<file path="src/rtl/sub_share_pkg.sv">
// Shared types and helpers for the shared-subtractor arbiter.
//   state_t   : arbiter FSM states
//   rr_pick_t : round-robin search result {found, index}
//   rr_pick() : round-robin search over a zero-padded request vector
package sub_share_pkg;

    localparam int N_DEF    = 3;
    localparam int NREQ_DEF = 4;

    // The round-robin search works on a fixed-width vector so that one
    // function serves any NREQ up to RR_MAX.
    localparam int RR_MAX   = 32;
    localparam int RR_IDX_W = $clog2(RR_MAX);

    typedef enum logic [1:0] {
        IDLE = 2'd0,
        CALC = 2'd1,
        RESP = 2'd2
    } state_t;

    typedef struct packed {
        logic                found;
        logic [RR_IDX_W-1:0] index;
    } rr_pick_t;

    // First set bit of valid, searching ptr, ptr+1, ... (mod RR_MAX).
    // Bits above NREQ are zero, so wrapping mod RR_MAX visits the real
    // requesters in the same order as wrapping mod NREQ would.
    function automatic rr_pick_t rr_pick(input logic [RR_MAX-1:0]   valid,
                                         input logic [RR_IDX_W-1:0] ptr);
        rr_pick_t            res;
        logic [RR_IDX_W-1:0] idx;
        res = '0;
        // Walk from the farthest candidate to the nearest so the nearest wins.
        for (int k = RR_MAX - 1; k >= 0; k--) begin
            idx = ptr + RR_IDX_W'(k);
            if (valid[idx]) begin
                res.found = 1'b1;
                res.index = idx;
            end
        end
        return res;
    endfunction

endpackage

</file>
<file path="src/rtl/sub_share_arbiter_if.sv">
// Request/response bus of the shared-subtractor arbiter.
//   req_valid/req_ready : per-requester handshake, NREQ bits
//   req_a/req_b         : packed operands, requester i at [i*N +: N]
//   resp_*              : common tagged response channel
//   busy                : arbiter not idle
// slave = arbiter side, master = requester/consumer side.
interface sub_share_arbiter_if
    import sub_share_pkg::*;
#(
    parameter int N    = N_DEF,
    parameter int NREQ = NREQ_DEF
);
    localparam int ID_W = $clog2(NREQ);

    logic [NREQ-1:0]   req_valid;
    logic [NREQ-1:0]   req_ready;
    logic [NREQ*N-1:0] req_a;
    logic [NREQ*N-1:0] req_b;
    logic              resp_valid;
    logic              resp_ready;
    logic [ID_W-1:0]   resp_id;
    logic [N-1:0]      resp_diff;
    logic              resp_borrow;
    logic              resp_zero;
    logic              busy;

    modport master (
        output req_valid, req_a, req_b, resp_ready,
        input  req_ready, resp_valid, resp_id, resp_diff, resp_borrow,
               resp_zero, busy
    );

    modport slave (
        input  req_valid, req_a, req_b, resp_ready,
        output req_ready, resp_valid, resp_id, resp_diff, resp_borrow,
               resp_zero, busy
    );

endinterface

</file>
<file path="src/rtl/subtractor.sv">
// Plain N-bit adder used as a subtractor: {cout, sum} = a + ~b + cin.
//   a, b : operands      cin  : carry in (1 for a - b)
//   sum  : N-bit result  cout : carry out (0 means borrow)
module subtractor #(
    parameter int N = 3
) (
    input  logic [N-1:0] a,
    input  logic [N-1:0] b,
    input  logic         cin,
    output logic [N-1:0] sum,
    output logic         cout
);

    logic [N-1:0] b_inv;

    assign b_inv       = ~b;
    assign {cout, sum} = (N+1)'(a) + (N+1)'(b_inv) + (N+1)'(cin);

endmodule

</file>
<file path="src/rtl/sub_share_arbiter.sv">
// Shares one subtractor among NREQ requesters with round-robin grant.
//   clk : rising-edge clock
//   rst : asynchronous active-high reset
//   bus : sub_share_arbiter_if.slave (request channels, tagged response)
// A request is taken in IDLE (or in RESP when the response is accepted),
// computed in CALC, and held in RESP until resp_ready.
module sub_share_arbiter
    import sub_share_pkg::*;
#(
    parameter int N    = N_DEF,
    parameter int NREQ = NREQ_DEF   // 2..RR_MAX
) (
    input  logic                  clk,
    input  logic                  rst,
    sub_share_arbiter_if.slave    bus
);

    localparam int ID_W = $clog2(NREQ);

    state_t          state, state_nxt;
    logic [ID_W-1:0] rr_ptr;
    logic [ID_W-1:0] id_q;
    logic [N-1:0]    a_q, b_q;
    logic [N-1:0]    sum;
    logic            cout;

    rr_pick_t        pick;
    logic [ID_W-1:0] grant_id;
    logic            grant_en;
    logic [NREQ-1:0] ready;
    logic            take;

    logic            resp_valid_q, resp_borrow_q, resp_zero_q;
    logic [ID_W-1:0] resp_id_q;
    logic [N-1:0]    resp_diff_q;

    subtractor #(.N(N)) u_sub (
        .a    (a_q),
        .b    (b_q),
        .cin  (1'b1),
        .sum  (sum),
        .cout (cout)
    );

    // NOTE: every variable gets a default at the top of always_comb so no
    // path leaves it unassigned, which would otherwise infer a latch.
    always_comb begin
        pick     = rr_pick(RR_MAX'(bus.req_valid), RR_IDX_W'(rr_ptr));
        grant_id = ID_W'(pick.index);
        // Gating with rst keeps req_ready low while reset is asserted,
        // since the state register already reads IDLE during reset.
        grant_en = !rst && ((state == IDLE) ||
                            (state == RESP && bus.resp_ready));
        ready    = '0;
        for (int i = 0; i < NREQ; i++) begin
            if (grant_en && pick.found && pick.index == RR_IDX_W'(i))
                ready[i] = 1'b1;
        end
        take      = |ready;
        state_nxt = state;
        case (state)
            IDLE:    if (take) state_nxt = CALC;
            CALC:    state_nxt = RESP;
            RESP:    if (bus.resp_ready) state_nxt = take ? CALC : IDLE;
            default: state_nxt = IDLE;
        endcase
    end

    // NOTE: sequential state uses non-blocking assignments so every flop
    // samples pre-edge values, independent of statement order.
    always_ff @(posedge clk or posedge rst) begin
        if (rst) begin
            state         <= IDLE;
            rr_ptr        <= '0;
            a_q           <= '0;
            b_q           <= '0;
            id_q          <= '0;
            resp_valid_q  <= 1'b0;
            resp_id_q     <= '0;
            resp_diff_q   <= '0;
            resp_borrow_q <= 1'b0;
            resp_zero_q   <= 1'b0;
        end else begin
            state <= state_nxt;
            if (take) begin
                a_q    <= bus.req_a[grant_id*N +: N];
                b_q    <= bus.req_b[grant_id*N +: N];
                id_q   <= grant_id;
                rr_ptr <= (grant_id == ID_W'(NREQ - 1)) ? '0
                                                         : grant_id + ID_W'(1);
            end
            if (state == CALC) begin
                resp_valid_q  <= 1'b1;
                resp_id_q     <= id_q;
                resp_diff_q   <= sum;
                resp_borrow_q <= ~cout;      // no carry out means a < b
                resp_zero_q   <= (sum == '0);
            end else if (state == RESP && bus.resp_ready) begin
                resp_valid_q  <= 1'b0;
            end
        end
    end

    assign bus.req_ready   = ready;
    assign bus.busy        = (state != IDLE);
    assign bus.resp_valid  = resp_valid_q;
    assign bus.resp_id     = resp_id_q;
    assign bus.resp_diff   = resp_diff_q;
    assign bus.resp_borrow = resp_borrow_q;
    assign bus.resp_zero   = resp_zero_q;

endmodule

</file>
<file path="src/flat_wrapper.sv">
// flat-port wrapper written by rule: the top's interface ports become plain ports
module sub_share_arbiter_flat import sub_share_pkg::*;
#(
    parameter int N    = N_DEF,
    parameter int NREQ = NREQ_DEF               
)
  (clk, rst, bus_req_valid, bus_req_a, bus_req_b, bus_resp_ready, bus_req_ready, bus_resp_valid, bus_resp_id, bus_resp_diff, bus_resp_borrow, bus_resp_zero, bus_busy);
  sub_share_arbiter_if #(.N(N), .NREQ(NREQ)) bus_i ();
  input  logic clk;
  input  logic rst;
  input wire logic [$bits(bus_i.req_valid)-1:0] bus_req_valid;
  input wire logic [$bits(bus_i.req_a)-1:0] bus_req_a;
  input wire logic [$bits(bus_i.req_b)-1:0] bus_req_b;
  input wire logic [$bits(bus_i.resp_ready)-1:0] bus_resp_ready;
  output wire logic [$bits(bus_i.req_ready)-1:0] bus_req_ready;
  output wire logic [$bits(bus_i.resp_valid)-1:0] bus_resp_valid;
  output wire logic [$bits(bus_i.resp_id)-1:0] bus_resp_id;
  output wire logic [$bits(bus_i.resp_diff)-1:0] bus_resp_diff;
  output wire logic [$bits(bus_i.resp_borrow)-1:0] bus_resp_borrow;
  output wire logic [$bits(bus_i.resp_zero)-1:0] bus_resp_zero;
  output wire logic [$bits(bus_i.busy)-1:0] bus_busy;
  assign bus_i.req_valid = bus_req_valid;
  assign bus_i.req_a = bus_req_a;
  assign bus_i.req_b = bus_req_b;
  assign bus_i.resp_ready = bus_resp_ready;
  assign bus_req_ready = bus_i.req_ready;
  assign bus_resp_valid = bus_i.resp_valid;
  assign bus_resp_id = bus_i.resp_id;
  assign bus_resp_diff = bus_i.resp_diff;
  assign bus_resp_borrow = bus_i.resp_borrow;
  assign bus_resp_zero = bus_i.resp_zero;
  assign bus_busy = bus_i.busy;
  sub_share_arbiter #(.N(N), .NREQ(NREQ)) u_core (.clk(clk), .rst(rst), .bus(bus_i));
endmodule
</file>
<file path="config.mk">
export PLATFORM = sky130hd
export DESIGN_NAME = sub_share_arbiter_flat
export DESIGN_NICKNAME = d
export VERILOG_FILES = /design/src/rtl/sub_share_pkg.sv /design/src/rtl/sub_share_arbiter_if.sv /design/src/rtl/subtractor.sv /design/src/rtl/sub_share_arbiter.sv /design/src/flat_wrapper.sv
export SDC_FILE = /design/constraint.sdc
export NUM_CORES = 1
export LEC_CHECK = 0
export CAP_MARGIN = 40
export CELL_PAD_IN_SITES_DETAIL_PLACEMENT = 0
export CELL_PAD_IN_SITES_GLOBAL_PLACEMENT = 2
export CORE_UTILIZATION = 38
export CTS_CLUSTER_DIAMETER = 50
export CTS_CLUSTER_SIZE = 40
export DETAILED_ROUTE_END_ITERATION = 10
export DONT_BUFFER_PORTS = 1
export PLACE_DENSITY = 0.81
export SLEW_MARGIN = 20
export SYNTH_ARGS = -nofsm -noshare
export SYNTH_HDL_FRONTEND = slang
export SYNTH_HIERARCHICAL = 1
export SYNTH_SLANG_ARGS = --single-unit
</file>
<file path="constraint.sdc">
create_clock -name clk -period 4.6 [get_ports clk]
set_clock_uncertainty 0.15 [all_clocks]
set_input_delay 0.46 -clock clk [delete_from_list [all_inputs] [get_ports clk]]
set_output_delay 0.46 -clock clk [all_outputs]
set_load 0.01 [all_outputs]
</file>
-- Word level (Yosys, flattened, before mapping)
Index checks and enable logic that the tools add are counted.
- add/sub/neg operators: 34
- multiply operators: 1
- $lt $le $gt $ge: 32
- equal/unequal tests: 8
- shift operators: 2
- multiplexer cells: 107
- bitwise operators: 2
- reduce and logical (&&, ||, !) cells: 16
- operator list (operator ; number):
    $mux 6 ; 32
    $lt 5x6->1 const B ; 31
    $bmux 1 s5 ; 31
    $add 2x4->5 const B ; 8
    $add 2x5->5 const B ; 8
    $mux 1 ; 39
    $shiftx 12x5->3 ; 2
    $add 3x4->5 const B ; 4
    $add 2x3->4 const B ; 4
    $eq 5x2->1 const B ; 2
    $add 3x3->4 const B ; 2
    $logic_and 1x1->1 ; 7
    $add 2x2->3 const B ; 2
    $lt 2x6->1 const B ; 1
    $mux 2 ; 3
    $pmux 2 s3 ; 1
    $eq 5x1->1 const B ; 1
    $logic_not 5->1 ; 1
    $add 3x1->4 const B ; 1
    $add 3x2->4 const B ; 1
    $add 3x3->4 ; 1
    $add 4x1->4 const B ; 1
    $eq 2x2->1 const B ; 2
    $mul 2x2->4 const B ; 1
    other kinds (15) ; 16
- flip-flop bits (word level): 20
- word-level logic and storage cells: 212

-- Depth between registers and ports, before layout
- word-level depth: 42
- gate-level depth with buffers: 16
- depth with buffers taken out: 13

-- Hierarchy
The synthesis kept the hierarchy.
- by module, submodules not included (module ; instances ; cells each ; area each (sq um)):
    sub_share_arbiter ; 1 ; 144 ; 1440.1
    subtractor ; 1 ; 11 ; 98.8

-- Worst setup path after synthesis
OpenSTA, ideal clock, no wires.
- path type: register to register
- start: reg u_core.rr_ptr[1]
- end: reg u_core.rr_ptr[1]
- setup time: 0.125 ns
- data arrival time: 3.512 ns
- required time: 4.325 ns
- path slack: 0.812 ns
- cell stages (with the launch flop): 17
- buffers on the path: 4
- period minus slack after synthesis: 3.788 ns
- cells stage by stage: dfrtp_1 clkbuf_1 inv_1 ha_1 buf_6 mux4_2 nand3_1 o2111a_1 o21ai_0 a22oi_1 buf_2 inv_1 ha_1 nand2b_2 o31a_1 buf_6 mux2_4
- longest elaborated chain between the ends: 39
- elaborated cells between the ends (all ways): 144
- those cells by class: add/sub: 32; eq/ne: 4; mux: 101; reduce/logical: 7
- RTL lines (item ; RTL line ; text):
    start, declared ; sub_share_arbiter.sv:21 ; logic [ID_W-1:0] rr_ptr;
    start signal, assigned ; sub_share_arbiter.sv:89 ; rr_ptr <= (grant_id == ID_W'(NREQ - 1)) ? '0
    $add 3x1->4 ; sub_share_pkg.sv:36 ; idx = ptr + RR_IDX_W'(k);
    $bmux 1 s5 ; sub_share_pkg.sv:37 ; if (valid[idx]) begin
    $mux 1 (not written as such) ; sub_share_pkg.sv:37 ;
    $mux 6 (31 in a row) ; sub_share_pkg.sv:37 ;
    $mux 6 (*) ; sub_share_pkg.sv:37 ;
    $eq 5x1->1 (tied with other cells) ; sub_share_arbiter.sv:56 ; if (grant_en && pick.found && pick.index == RR_IDX_W'(i))
    $logic_and 1x1->1 ; sub_share_arbiter.sv:56 ;
    $mux 1 ; sub_share_arbiter.sv:56 ;
    $reduce_or 4->1 ; sub_share_arbiter.sv:59 ; take = |ready;
Every way passes the cells marked *; elsewhere a longest branch is shown, timed or not. The select of a mux whose other input is x is not followed.
A chain may end at the register's enable or synchronous reset.

-- Final worst setup path
- start: reg u_core.rr_ptr[0]
- end: reg u_core.rr_ptr[1]
The elaborated chain is that of the path after synthesis.

==> results.md <==
Setup path:
- For the worst setup path, the data arrival time is approximately 4.0 ns.
- The critical path class is reg2reg.
- The most critical setup path has its startpoint at u_core/rr_ptr[0]$_DFFE_PP0P_.
- The data required time of the worst path is around 4.6 ns.
- For flop-to-flop paths, the worst setup slack is between 0.5 and 0.6 ns.
- The critical path contains buffers and inverters numbering 2 combined.
- For this run, the slowest stage of the critical path takes 0.64 ns.
- The startpoint kind of the worst setup timing path is a flop.
- Along the worst path, the maximum fanout reaches 15.
- Walking the worst path, the cells encountered are inv_1 -> ha_1 -> mux4_2 -> nand3_1 -> o2111a_1 -> o21ai_0 -> a22oi_1 -> inv_1 -> ha_1 -> nand2b_2 -> o31a_1 -> mux2_4.
- The critical register-to-register path startpoint is u_core/rr_ptr[0]$_DFFE_PP0P_.
- The endpoint identified for the worst register-to-register timing path is u_core/rr_ptr[1]$_DFFE_PP0P_.
- For this design, the slowest cell found on the critical path is sky130_fd_sc_hd__dfrtp_1.
- STA classifies the critical path endpoint as a flop.
- The family with the most delay on the worst path is compound AO/OA/AOI/OAI gates.
- The critical path ends at u_core/rr_ptr[1]$_DFFE_PP0P_.
- For the worst flop-to-flop path, the logic depth is 12.
- Counting buffers and inverters, the worst setup path is 12 cells deep.

Routing:
- The routed design has roughly 3.2 mm of wire.
- The number of design rule violations left after detail routing is 0.
- In this run, the number of DRC markers left after iteration 0 of detailed routing was 73.
- The detailed-router iteration count before antenna repair is 5.
- The via total after detailed routing is 1194.
- The detail route stage leaves a number of antenna-violating nets equal to 0.
- The post-detailed-route via-to-cell ratio is between 5 and 6.
- Dividing the detail-routed wire length by the instance count gives around 16 microns.

Clocking:
- The number of CTS-inserted buffers is 3.
- The quantity of gates resized following cts is 0.
- The number of sinks on the clock net is 20.
- The number of buffers added for setup after CTS is 0.
- Hold repair after CTS inserted 0 buffers.
- No sink is reached through more buffers than the 2 on the longest clock path.
- The root buffer cell is sky130_fd_sc_hd__clkbuf_8.
- The clock latency on the worst-skew pair is about 0.25 ns.
- The CTS tree is built.
- The total number of H-tree levels is 1.
- Clock-pin slew was measured on the worst setup and hold paths at ~0.07 ns.

Placed design:
- The post-place setup slack is 0.610 ns.
- In this run the tool buffered the top-level ports with 0 buffer cells.
- Detailed placement ended at an HPWL of approximately 2.6 mm.
- At the end of routability-driven placement, the weighted congestion stood at between 0.8 and 0.9.

GRT:
- The total congestion overflow after global routing is 0.
- The first global-routing pass estimated 5.45 mm of wire.
- The initial antenna violation count is 0.
- For met3 alone, demand over resource in global routing was under 10%.
- Entering global routing, the biggest net connects 21 pins.
- The met1 track utilization from global routing is around 22%.
- The layer carrying the most global-route usage is met2.
- The global routing met2 resource utilization is approximately a quarter.
- The global-route usage over all layers is between 15 and 20%.
- The number of global-route vias before repair came to 1163.

Yosys:
- The post-synthesis instance total is 155.
- The warning count from the yosys run is 6.
- The number of distinct standard cells referenced by the synthesized netlist is 42.
- The number of nets in the synthesized netlist is a little under 200.
- After synthesis, the largest area contributor takes up between 30% and 40% of total cell area.
- The average cell area after synthesis is around 9.9 sq um.
- Of the synthesized area, sequential elements account for roughly a third.
- Counting flops and latches in the post-synthesis netlist gives 20.
- In the post-synthesis netlist, the biggest area contributors are sky130_fd_sc_hd__dfrtp_1 33%, sky130_fd_sc_hd__mux2i_1 12%, sky130_fd_sc_hd__nand2b_1 4.9%, sky130_fd_sc_hd__ha_1 4.1%, sky130_fd_sc_hd__mux2_2 3.7%.
- The post-synth design cell area is around 1500 sq um.
- The synthesized design spends more area on one cell type than any other, namely sky130_fd_sc_hd__dfrtp_1.

STA:
- Headroom to the max-slew limit came out at 51.7%.
- For the pin with the worst max-slew slack, the measured transition is ~0.72 ns.
- Setup repair after global routing left no endpoint under its margin.
- The number of hold violations in the final report came to 0.
- The clock period could shrink to roughly 4 ns.
- Dividing the final minimum period by the clock period gives ~88%.
- For this run, the top clock speed supported by timing is approximately 250 MHz.
- The final-layout setup total negative slack is 0 ns.
- Across all setup checks in the final design, the least slack found is approximately 0.56 ns.
- The final-report max-slew violation count was 0.
- The number of failing setup endpoints in the final timing report is 0.

Floorplanning:
- The I/O pin total is 44.
- The die span in y is 65.6 microns.
- The floorplan has 22 rows.
- The floorplan step defined a die boundary enclosing 4310 sq um.
- The initial cell density of the core is between 40 and 50%.
- The die is approximately 66 microns wide.
- The core outline area is 3770 sq um.

Pwr:
- The design draws roughly 1400 uW.
- IR analysis of the VDD net gives a maximum drop of between 0.4 and 0.5 mV.
- The analysis attributes to cell leakage a power of about 0.0007 uW.
- Power spread over the standard cell area amounts to between 800 and 900 nW/um^2.

Cells and area:
- 0 antenna diodes ended up in the layout.
- The count of fill cells added during filler insertion is 350.
- The storage element area is 500 sq um.
- Compared with the post-synthesis result, the final layout area differs by 5.12%.
- The top cell types in the final layout, fill and taps aside, are 20 x sky130_fd_sc_hd__dfrtp_1, 18 x sky130_fd_sc_hd__mux2i_1, 12 x sky130_fd_sc_hd__nand2b_1, 12 x sky130_fd_sc_hd__inv_1, 9 x sky130_fd_sc_hd__nand2_1.
- The leading cell type in the layout, fill and taps excluded is sky130_fd_sc_hd__dfrtp_1.
- Once layout is complete, the utilization of the core stands at a little over two fifths.
- For this run, the post-layout net count is around 190.
- The layout cell share with drive strength beyond 1 is ~14%.
- The multi-input combinational cells in the finished layout cover a total of 935 sq um.

Outcome:
- The flow ran to the end, and the final reports show no timing, DRC or antenna violations.

Job:
- Max-cap violations in this run came to 0.

Worst hold path:
- The worst min-delay path category is in2async.
[cells by family (layout without fill, tap and decap cells)]
family | Yosys count | after routing | share of synthesized area (%)
AOI/OAI and AO/OA | 39 | 39 | 20.7
and+or+nand+nor | 38 | 38 | 13.0
muxes | 27 | 27 | 19.5
buffers and inverters | 22 | 19 | 6.75
DFF | 20 | 20 | 32.5
adders and majority gates | 7 | 7 | 6.67
other | 1 | 1 | 0.244
xor gates and xnor gates | 1 | 1 | 0.569
[cells in the mapped netlist (all sizes together)]
library cell / n
conb: 1
o41ai: 2
a21oi: 5
xor2: 1
nor3: 3
a21boi: 1
clkbuf: 3
o21ai: 8
o22a: 6
nor2: 4
a22oi: 1
o31ai: 1
o41a: 1
or2: 3
nand3: 3
a41oi: 2
fa: 2
mux2: 8
a2bb2oi: 1
nand4: 1
mux2i: 18
o31a: 1
dfrtp: 20
o32ai: 2
nand2: 9
nand2b: 13
and3: 1
mux4: 1
o2111a: 1
buf: 7
a211oi: 3
a21o: 2
a221oi: 2
and2: 1
inv: 12
ha: 5
[sequential cells by signal, indices dropped and copies added (netlist names)]
register	cells
u_core/a_q	3
u_core/b_q	3
u_core/bus.resp_borrow	1
u_core/bus.resp_diff	3
u_core/bus.resp_id	2
u_core/bus.resp_valid	1
u_core/bus.resp_zero	1
u_core/id_q	2
u_core/rr_ptr	2
u_core/state	2
[metal layers]
layer	vias to the layer above	routed length (microns)	share of wire (%)
met1	567	1510	47
met5	-	0	0
li1	559	-	-
met4	0	27	0.83
met3	4	294	9.1
met2	64	1410	43
[area by class of cell]
type	count	area share, %
multi-input combinational	113	57.8
sequential	20	30.9
tap	48	3.71
clock buffer	4	3.40
inverter	12	2.78
timing repair buffer	3	1.39
[where the power goes]
part / internal (uW) / switching, uW / total (uW)
Sequential: 265 / 102 / 367
Combinational: 441 / 492 / 933
Clock: 76.0 / 53.4 / 129
[how the worst min path moves through the flow]
| stage | start | to | slack, ns | cells after the start |
|---|---|---|---|---|
| 2_1_floorplan | rst | u_core/a_q[0]$_DFFE_PP0P_ | 0.27 | 1 |
| 3_3_place_gp | u_core/b_q[2]$_DFFE_PP0P_ | u_core/b_q[2]$_DFFE_PP0P_ | 0.34 | 1 |
| 3_5_place_dp | u_core/b_q[2]$_DFFE_PP0P_ | u_core/b_q[2]$_DFFE_PP0P_ | 0.33 | 1 |
| 4_1_cts | rst | u_core/bus.resp_diff[0]$_DFFE_PP0P_ | 0.09 | 1 |
| 5_1_grt | rst | u_core/rr_ptr[0]$_DFFE_PP0P_ | 0.12 | 1 |
| 6_report | rst | u_core/bus.resp_diff[0]$_DFFE_PP0P_ | 0.06 | 1 |
[through the flow]
step	area [sq um]	instances	hold slack, ns
floorplan	1540	155	0.274
global placement	1560	196	0.339
detailed placement	1560	196	0.333
CTS	1620	200	0.0932
global route	1620	200	0.117
finish	1620	200	0.0598
(Power assumes the default switching activity.)
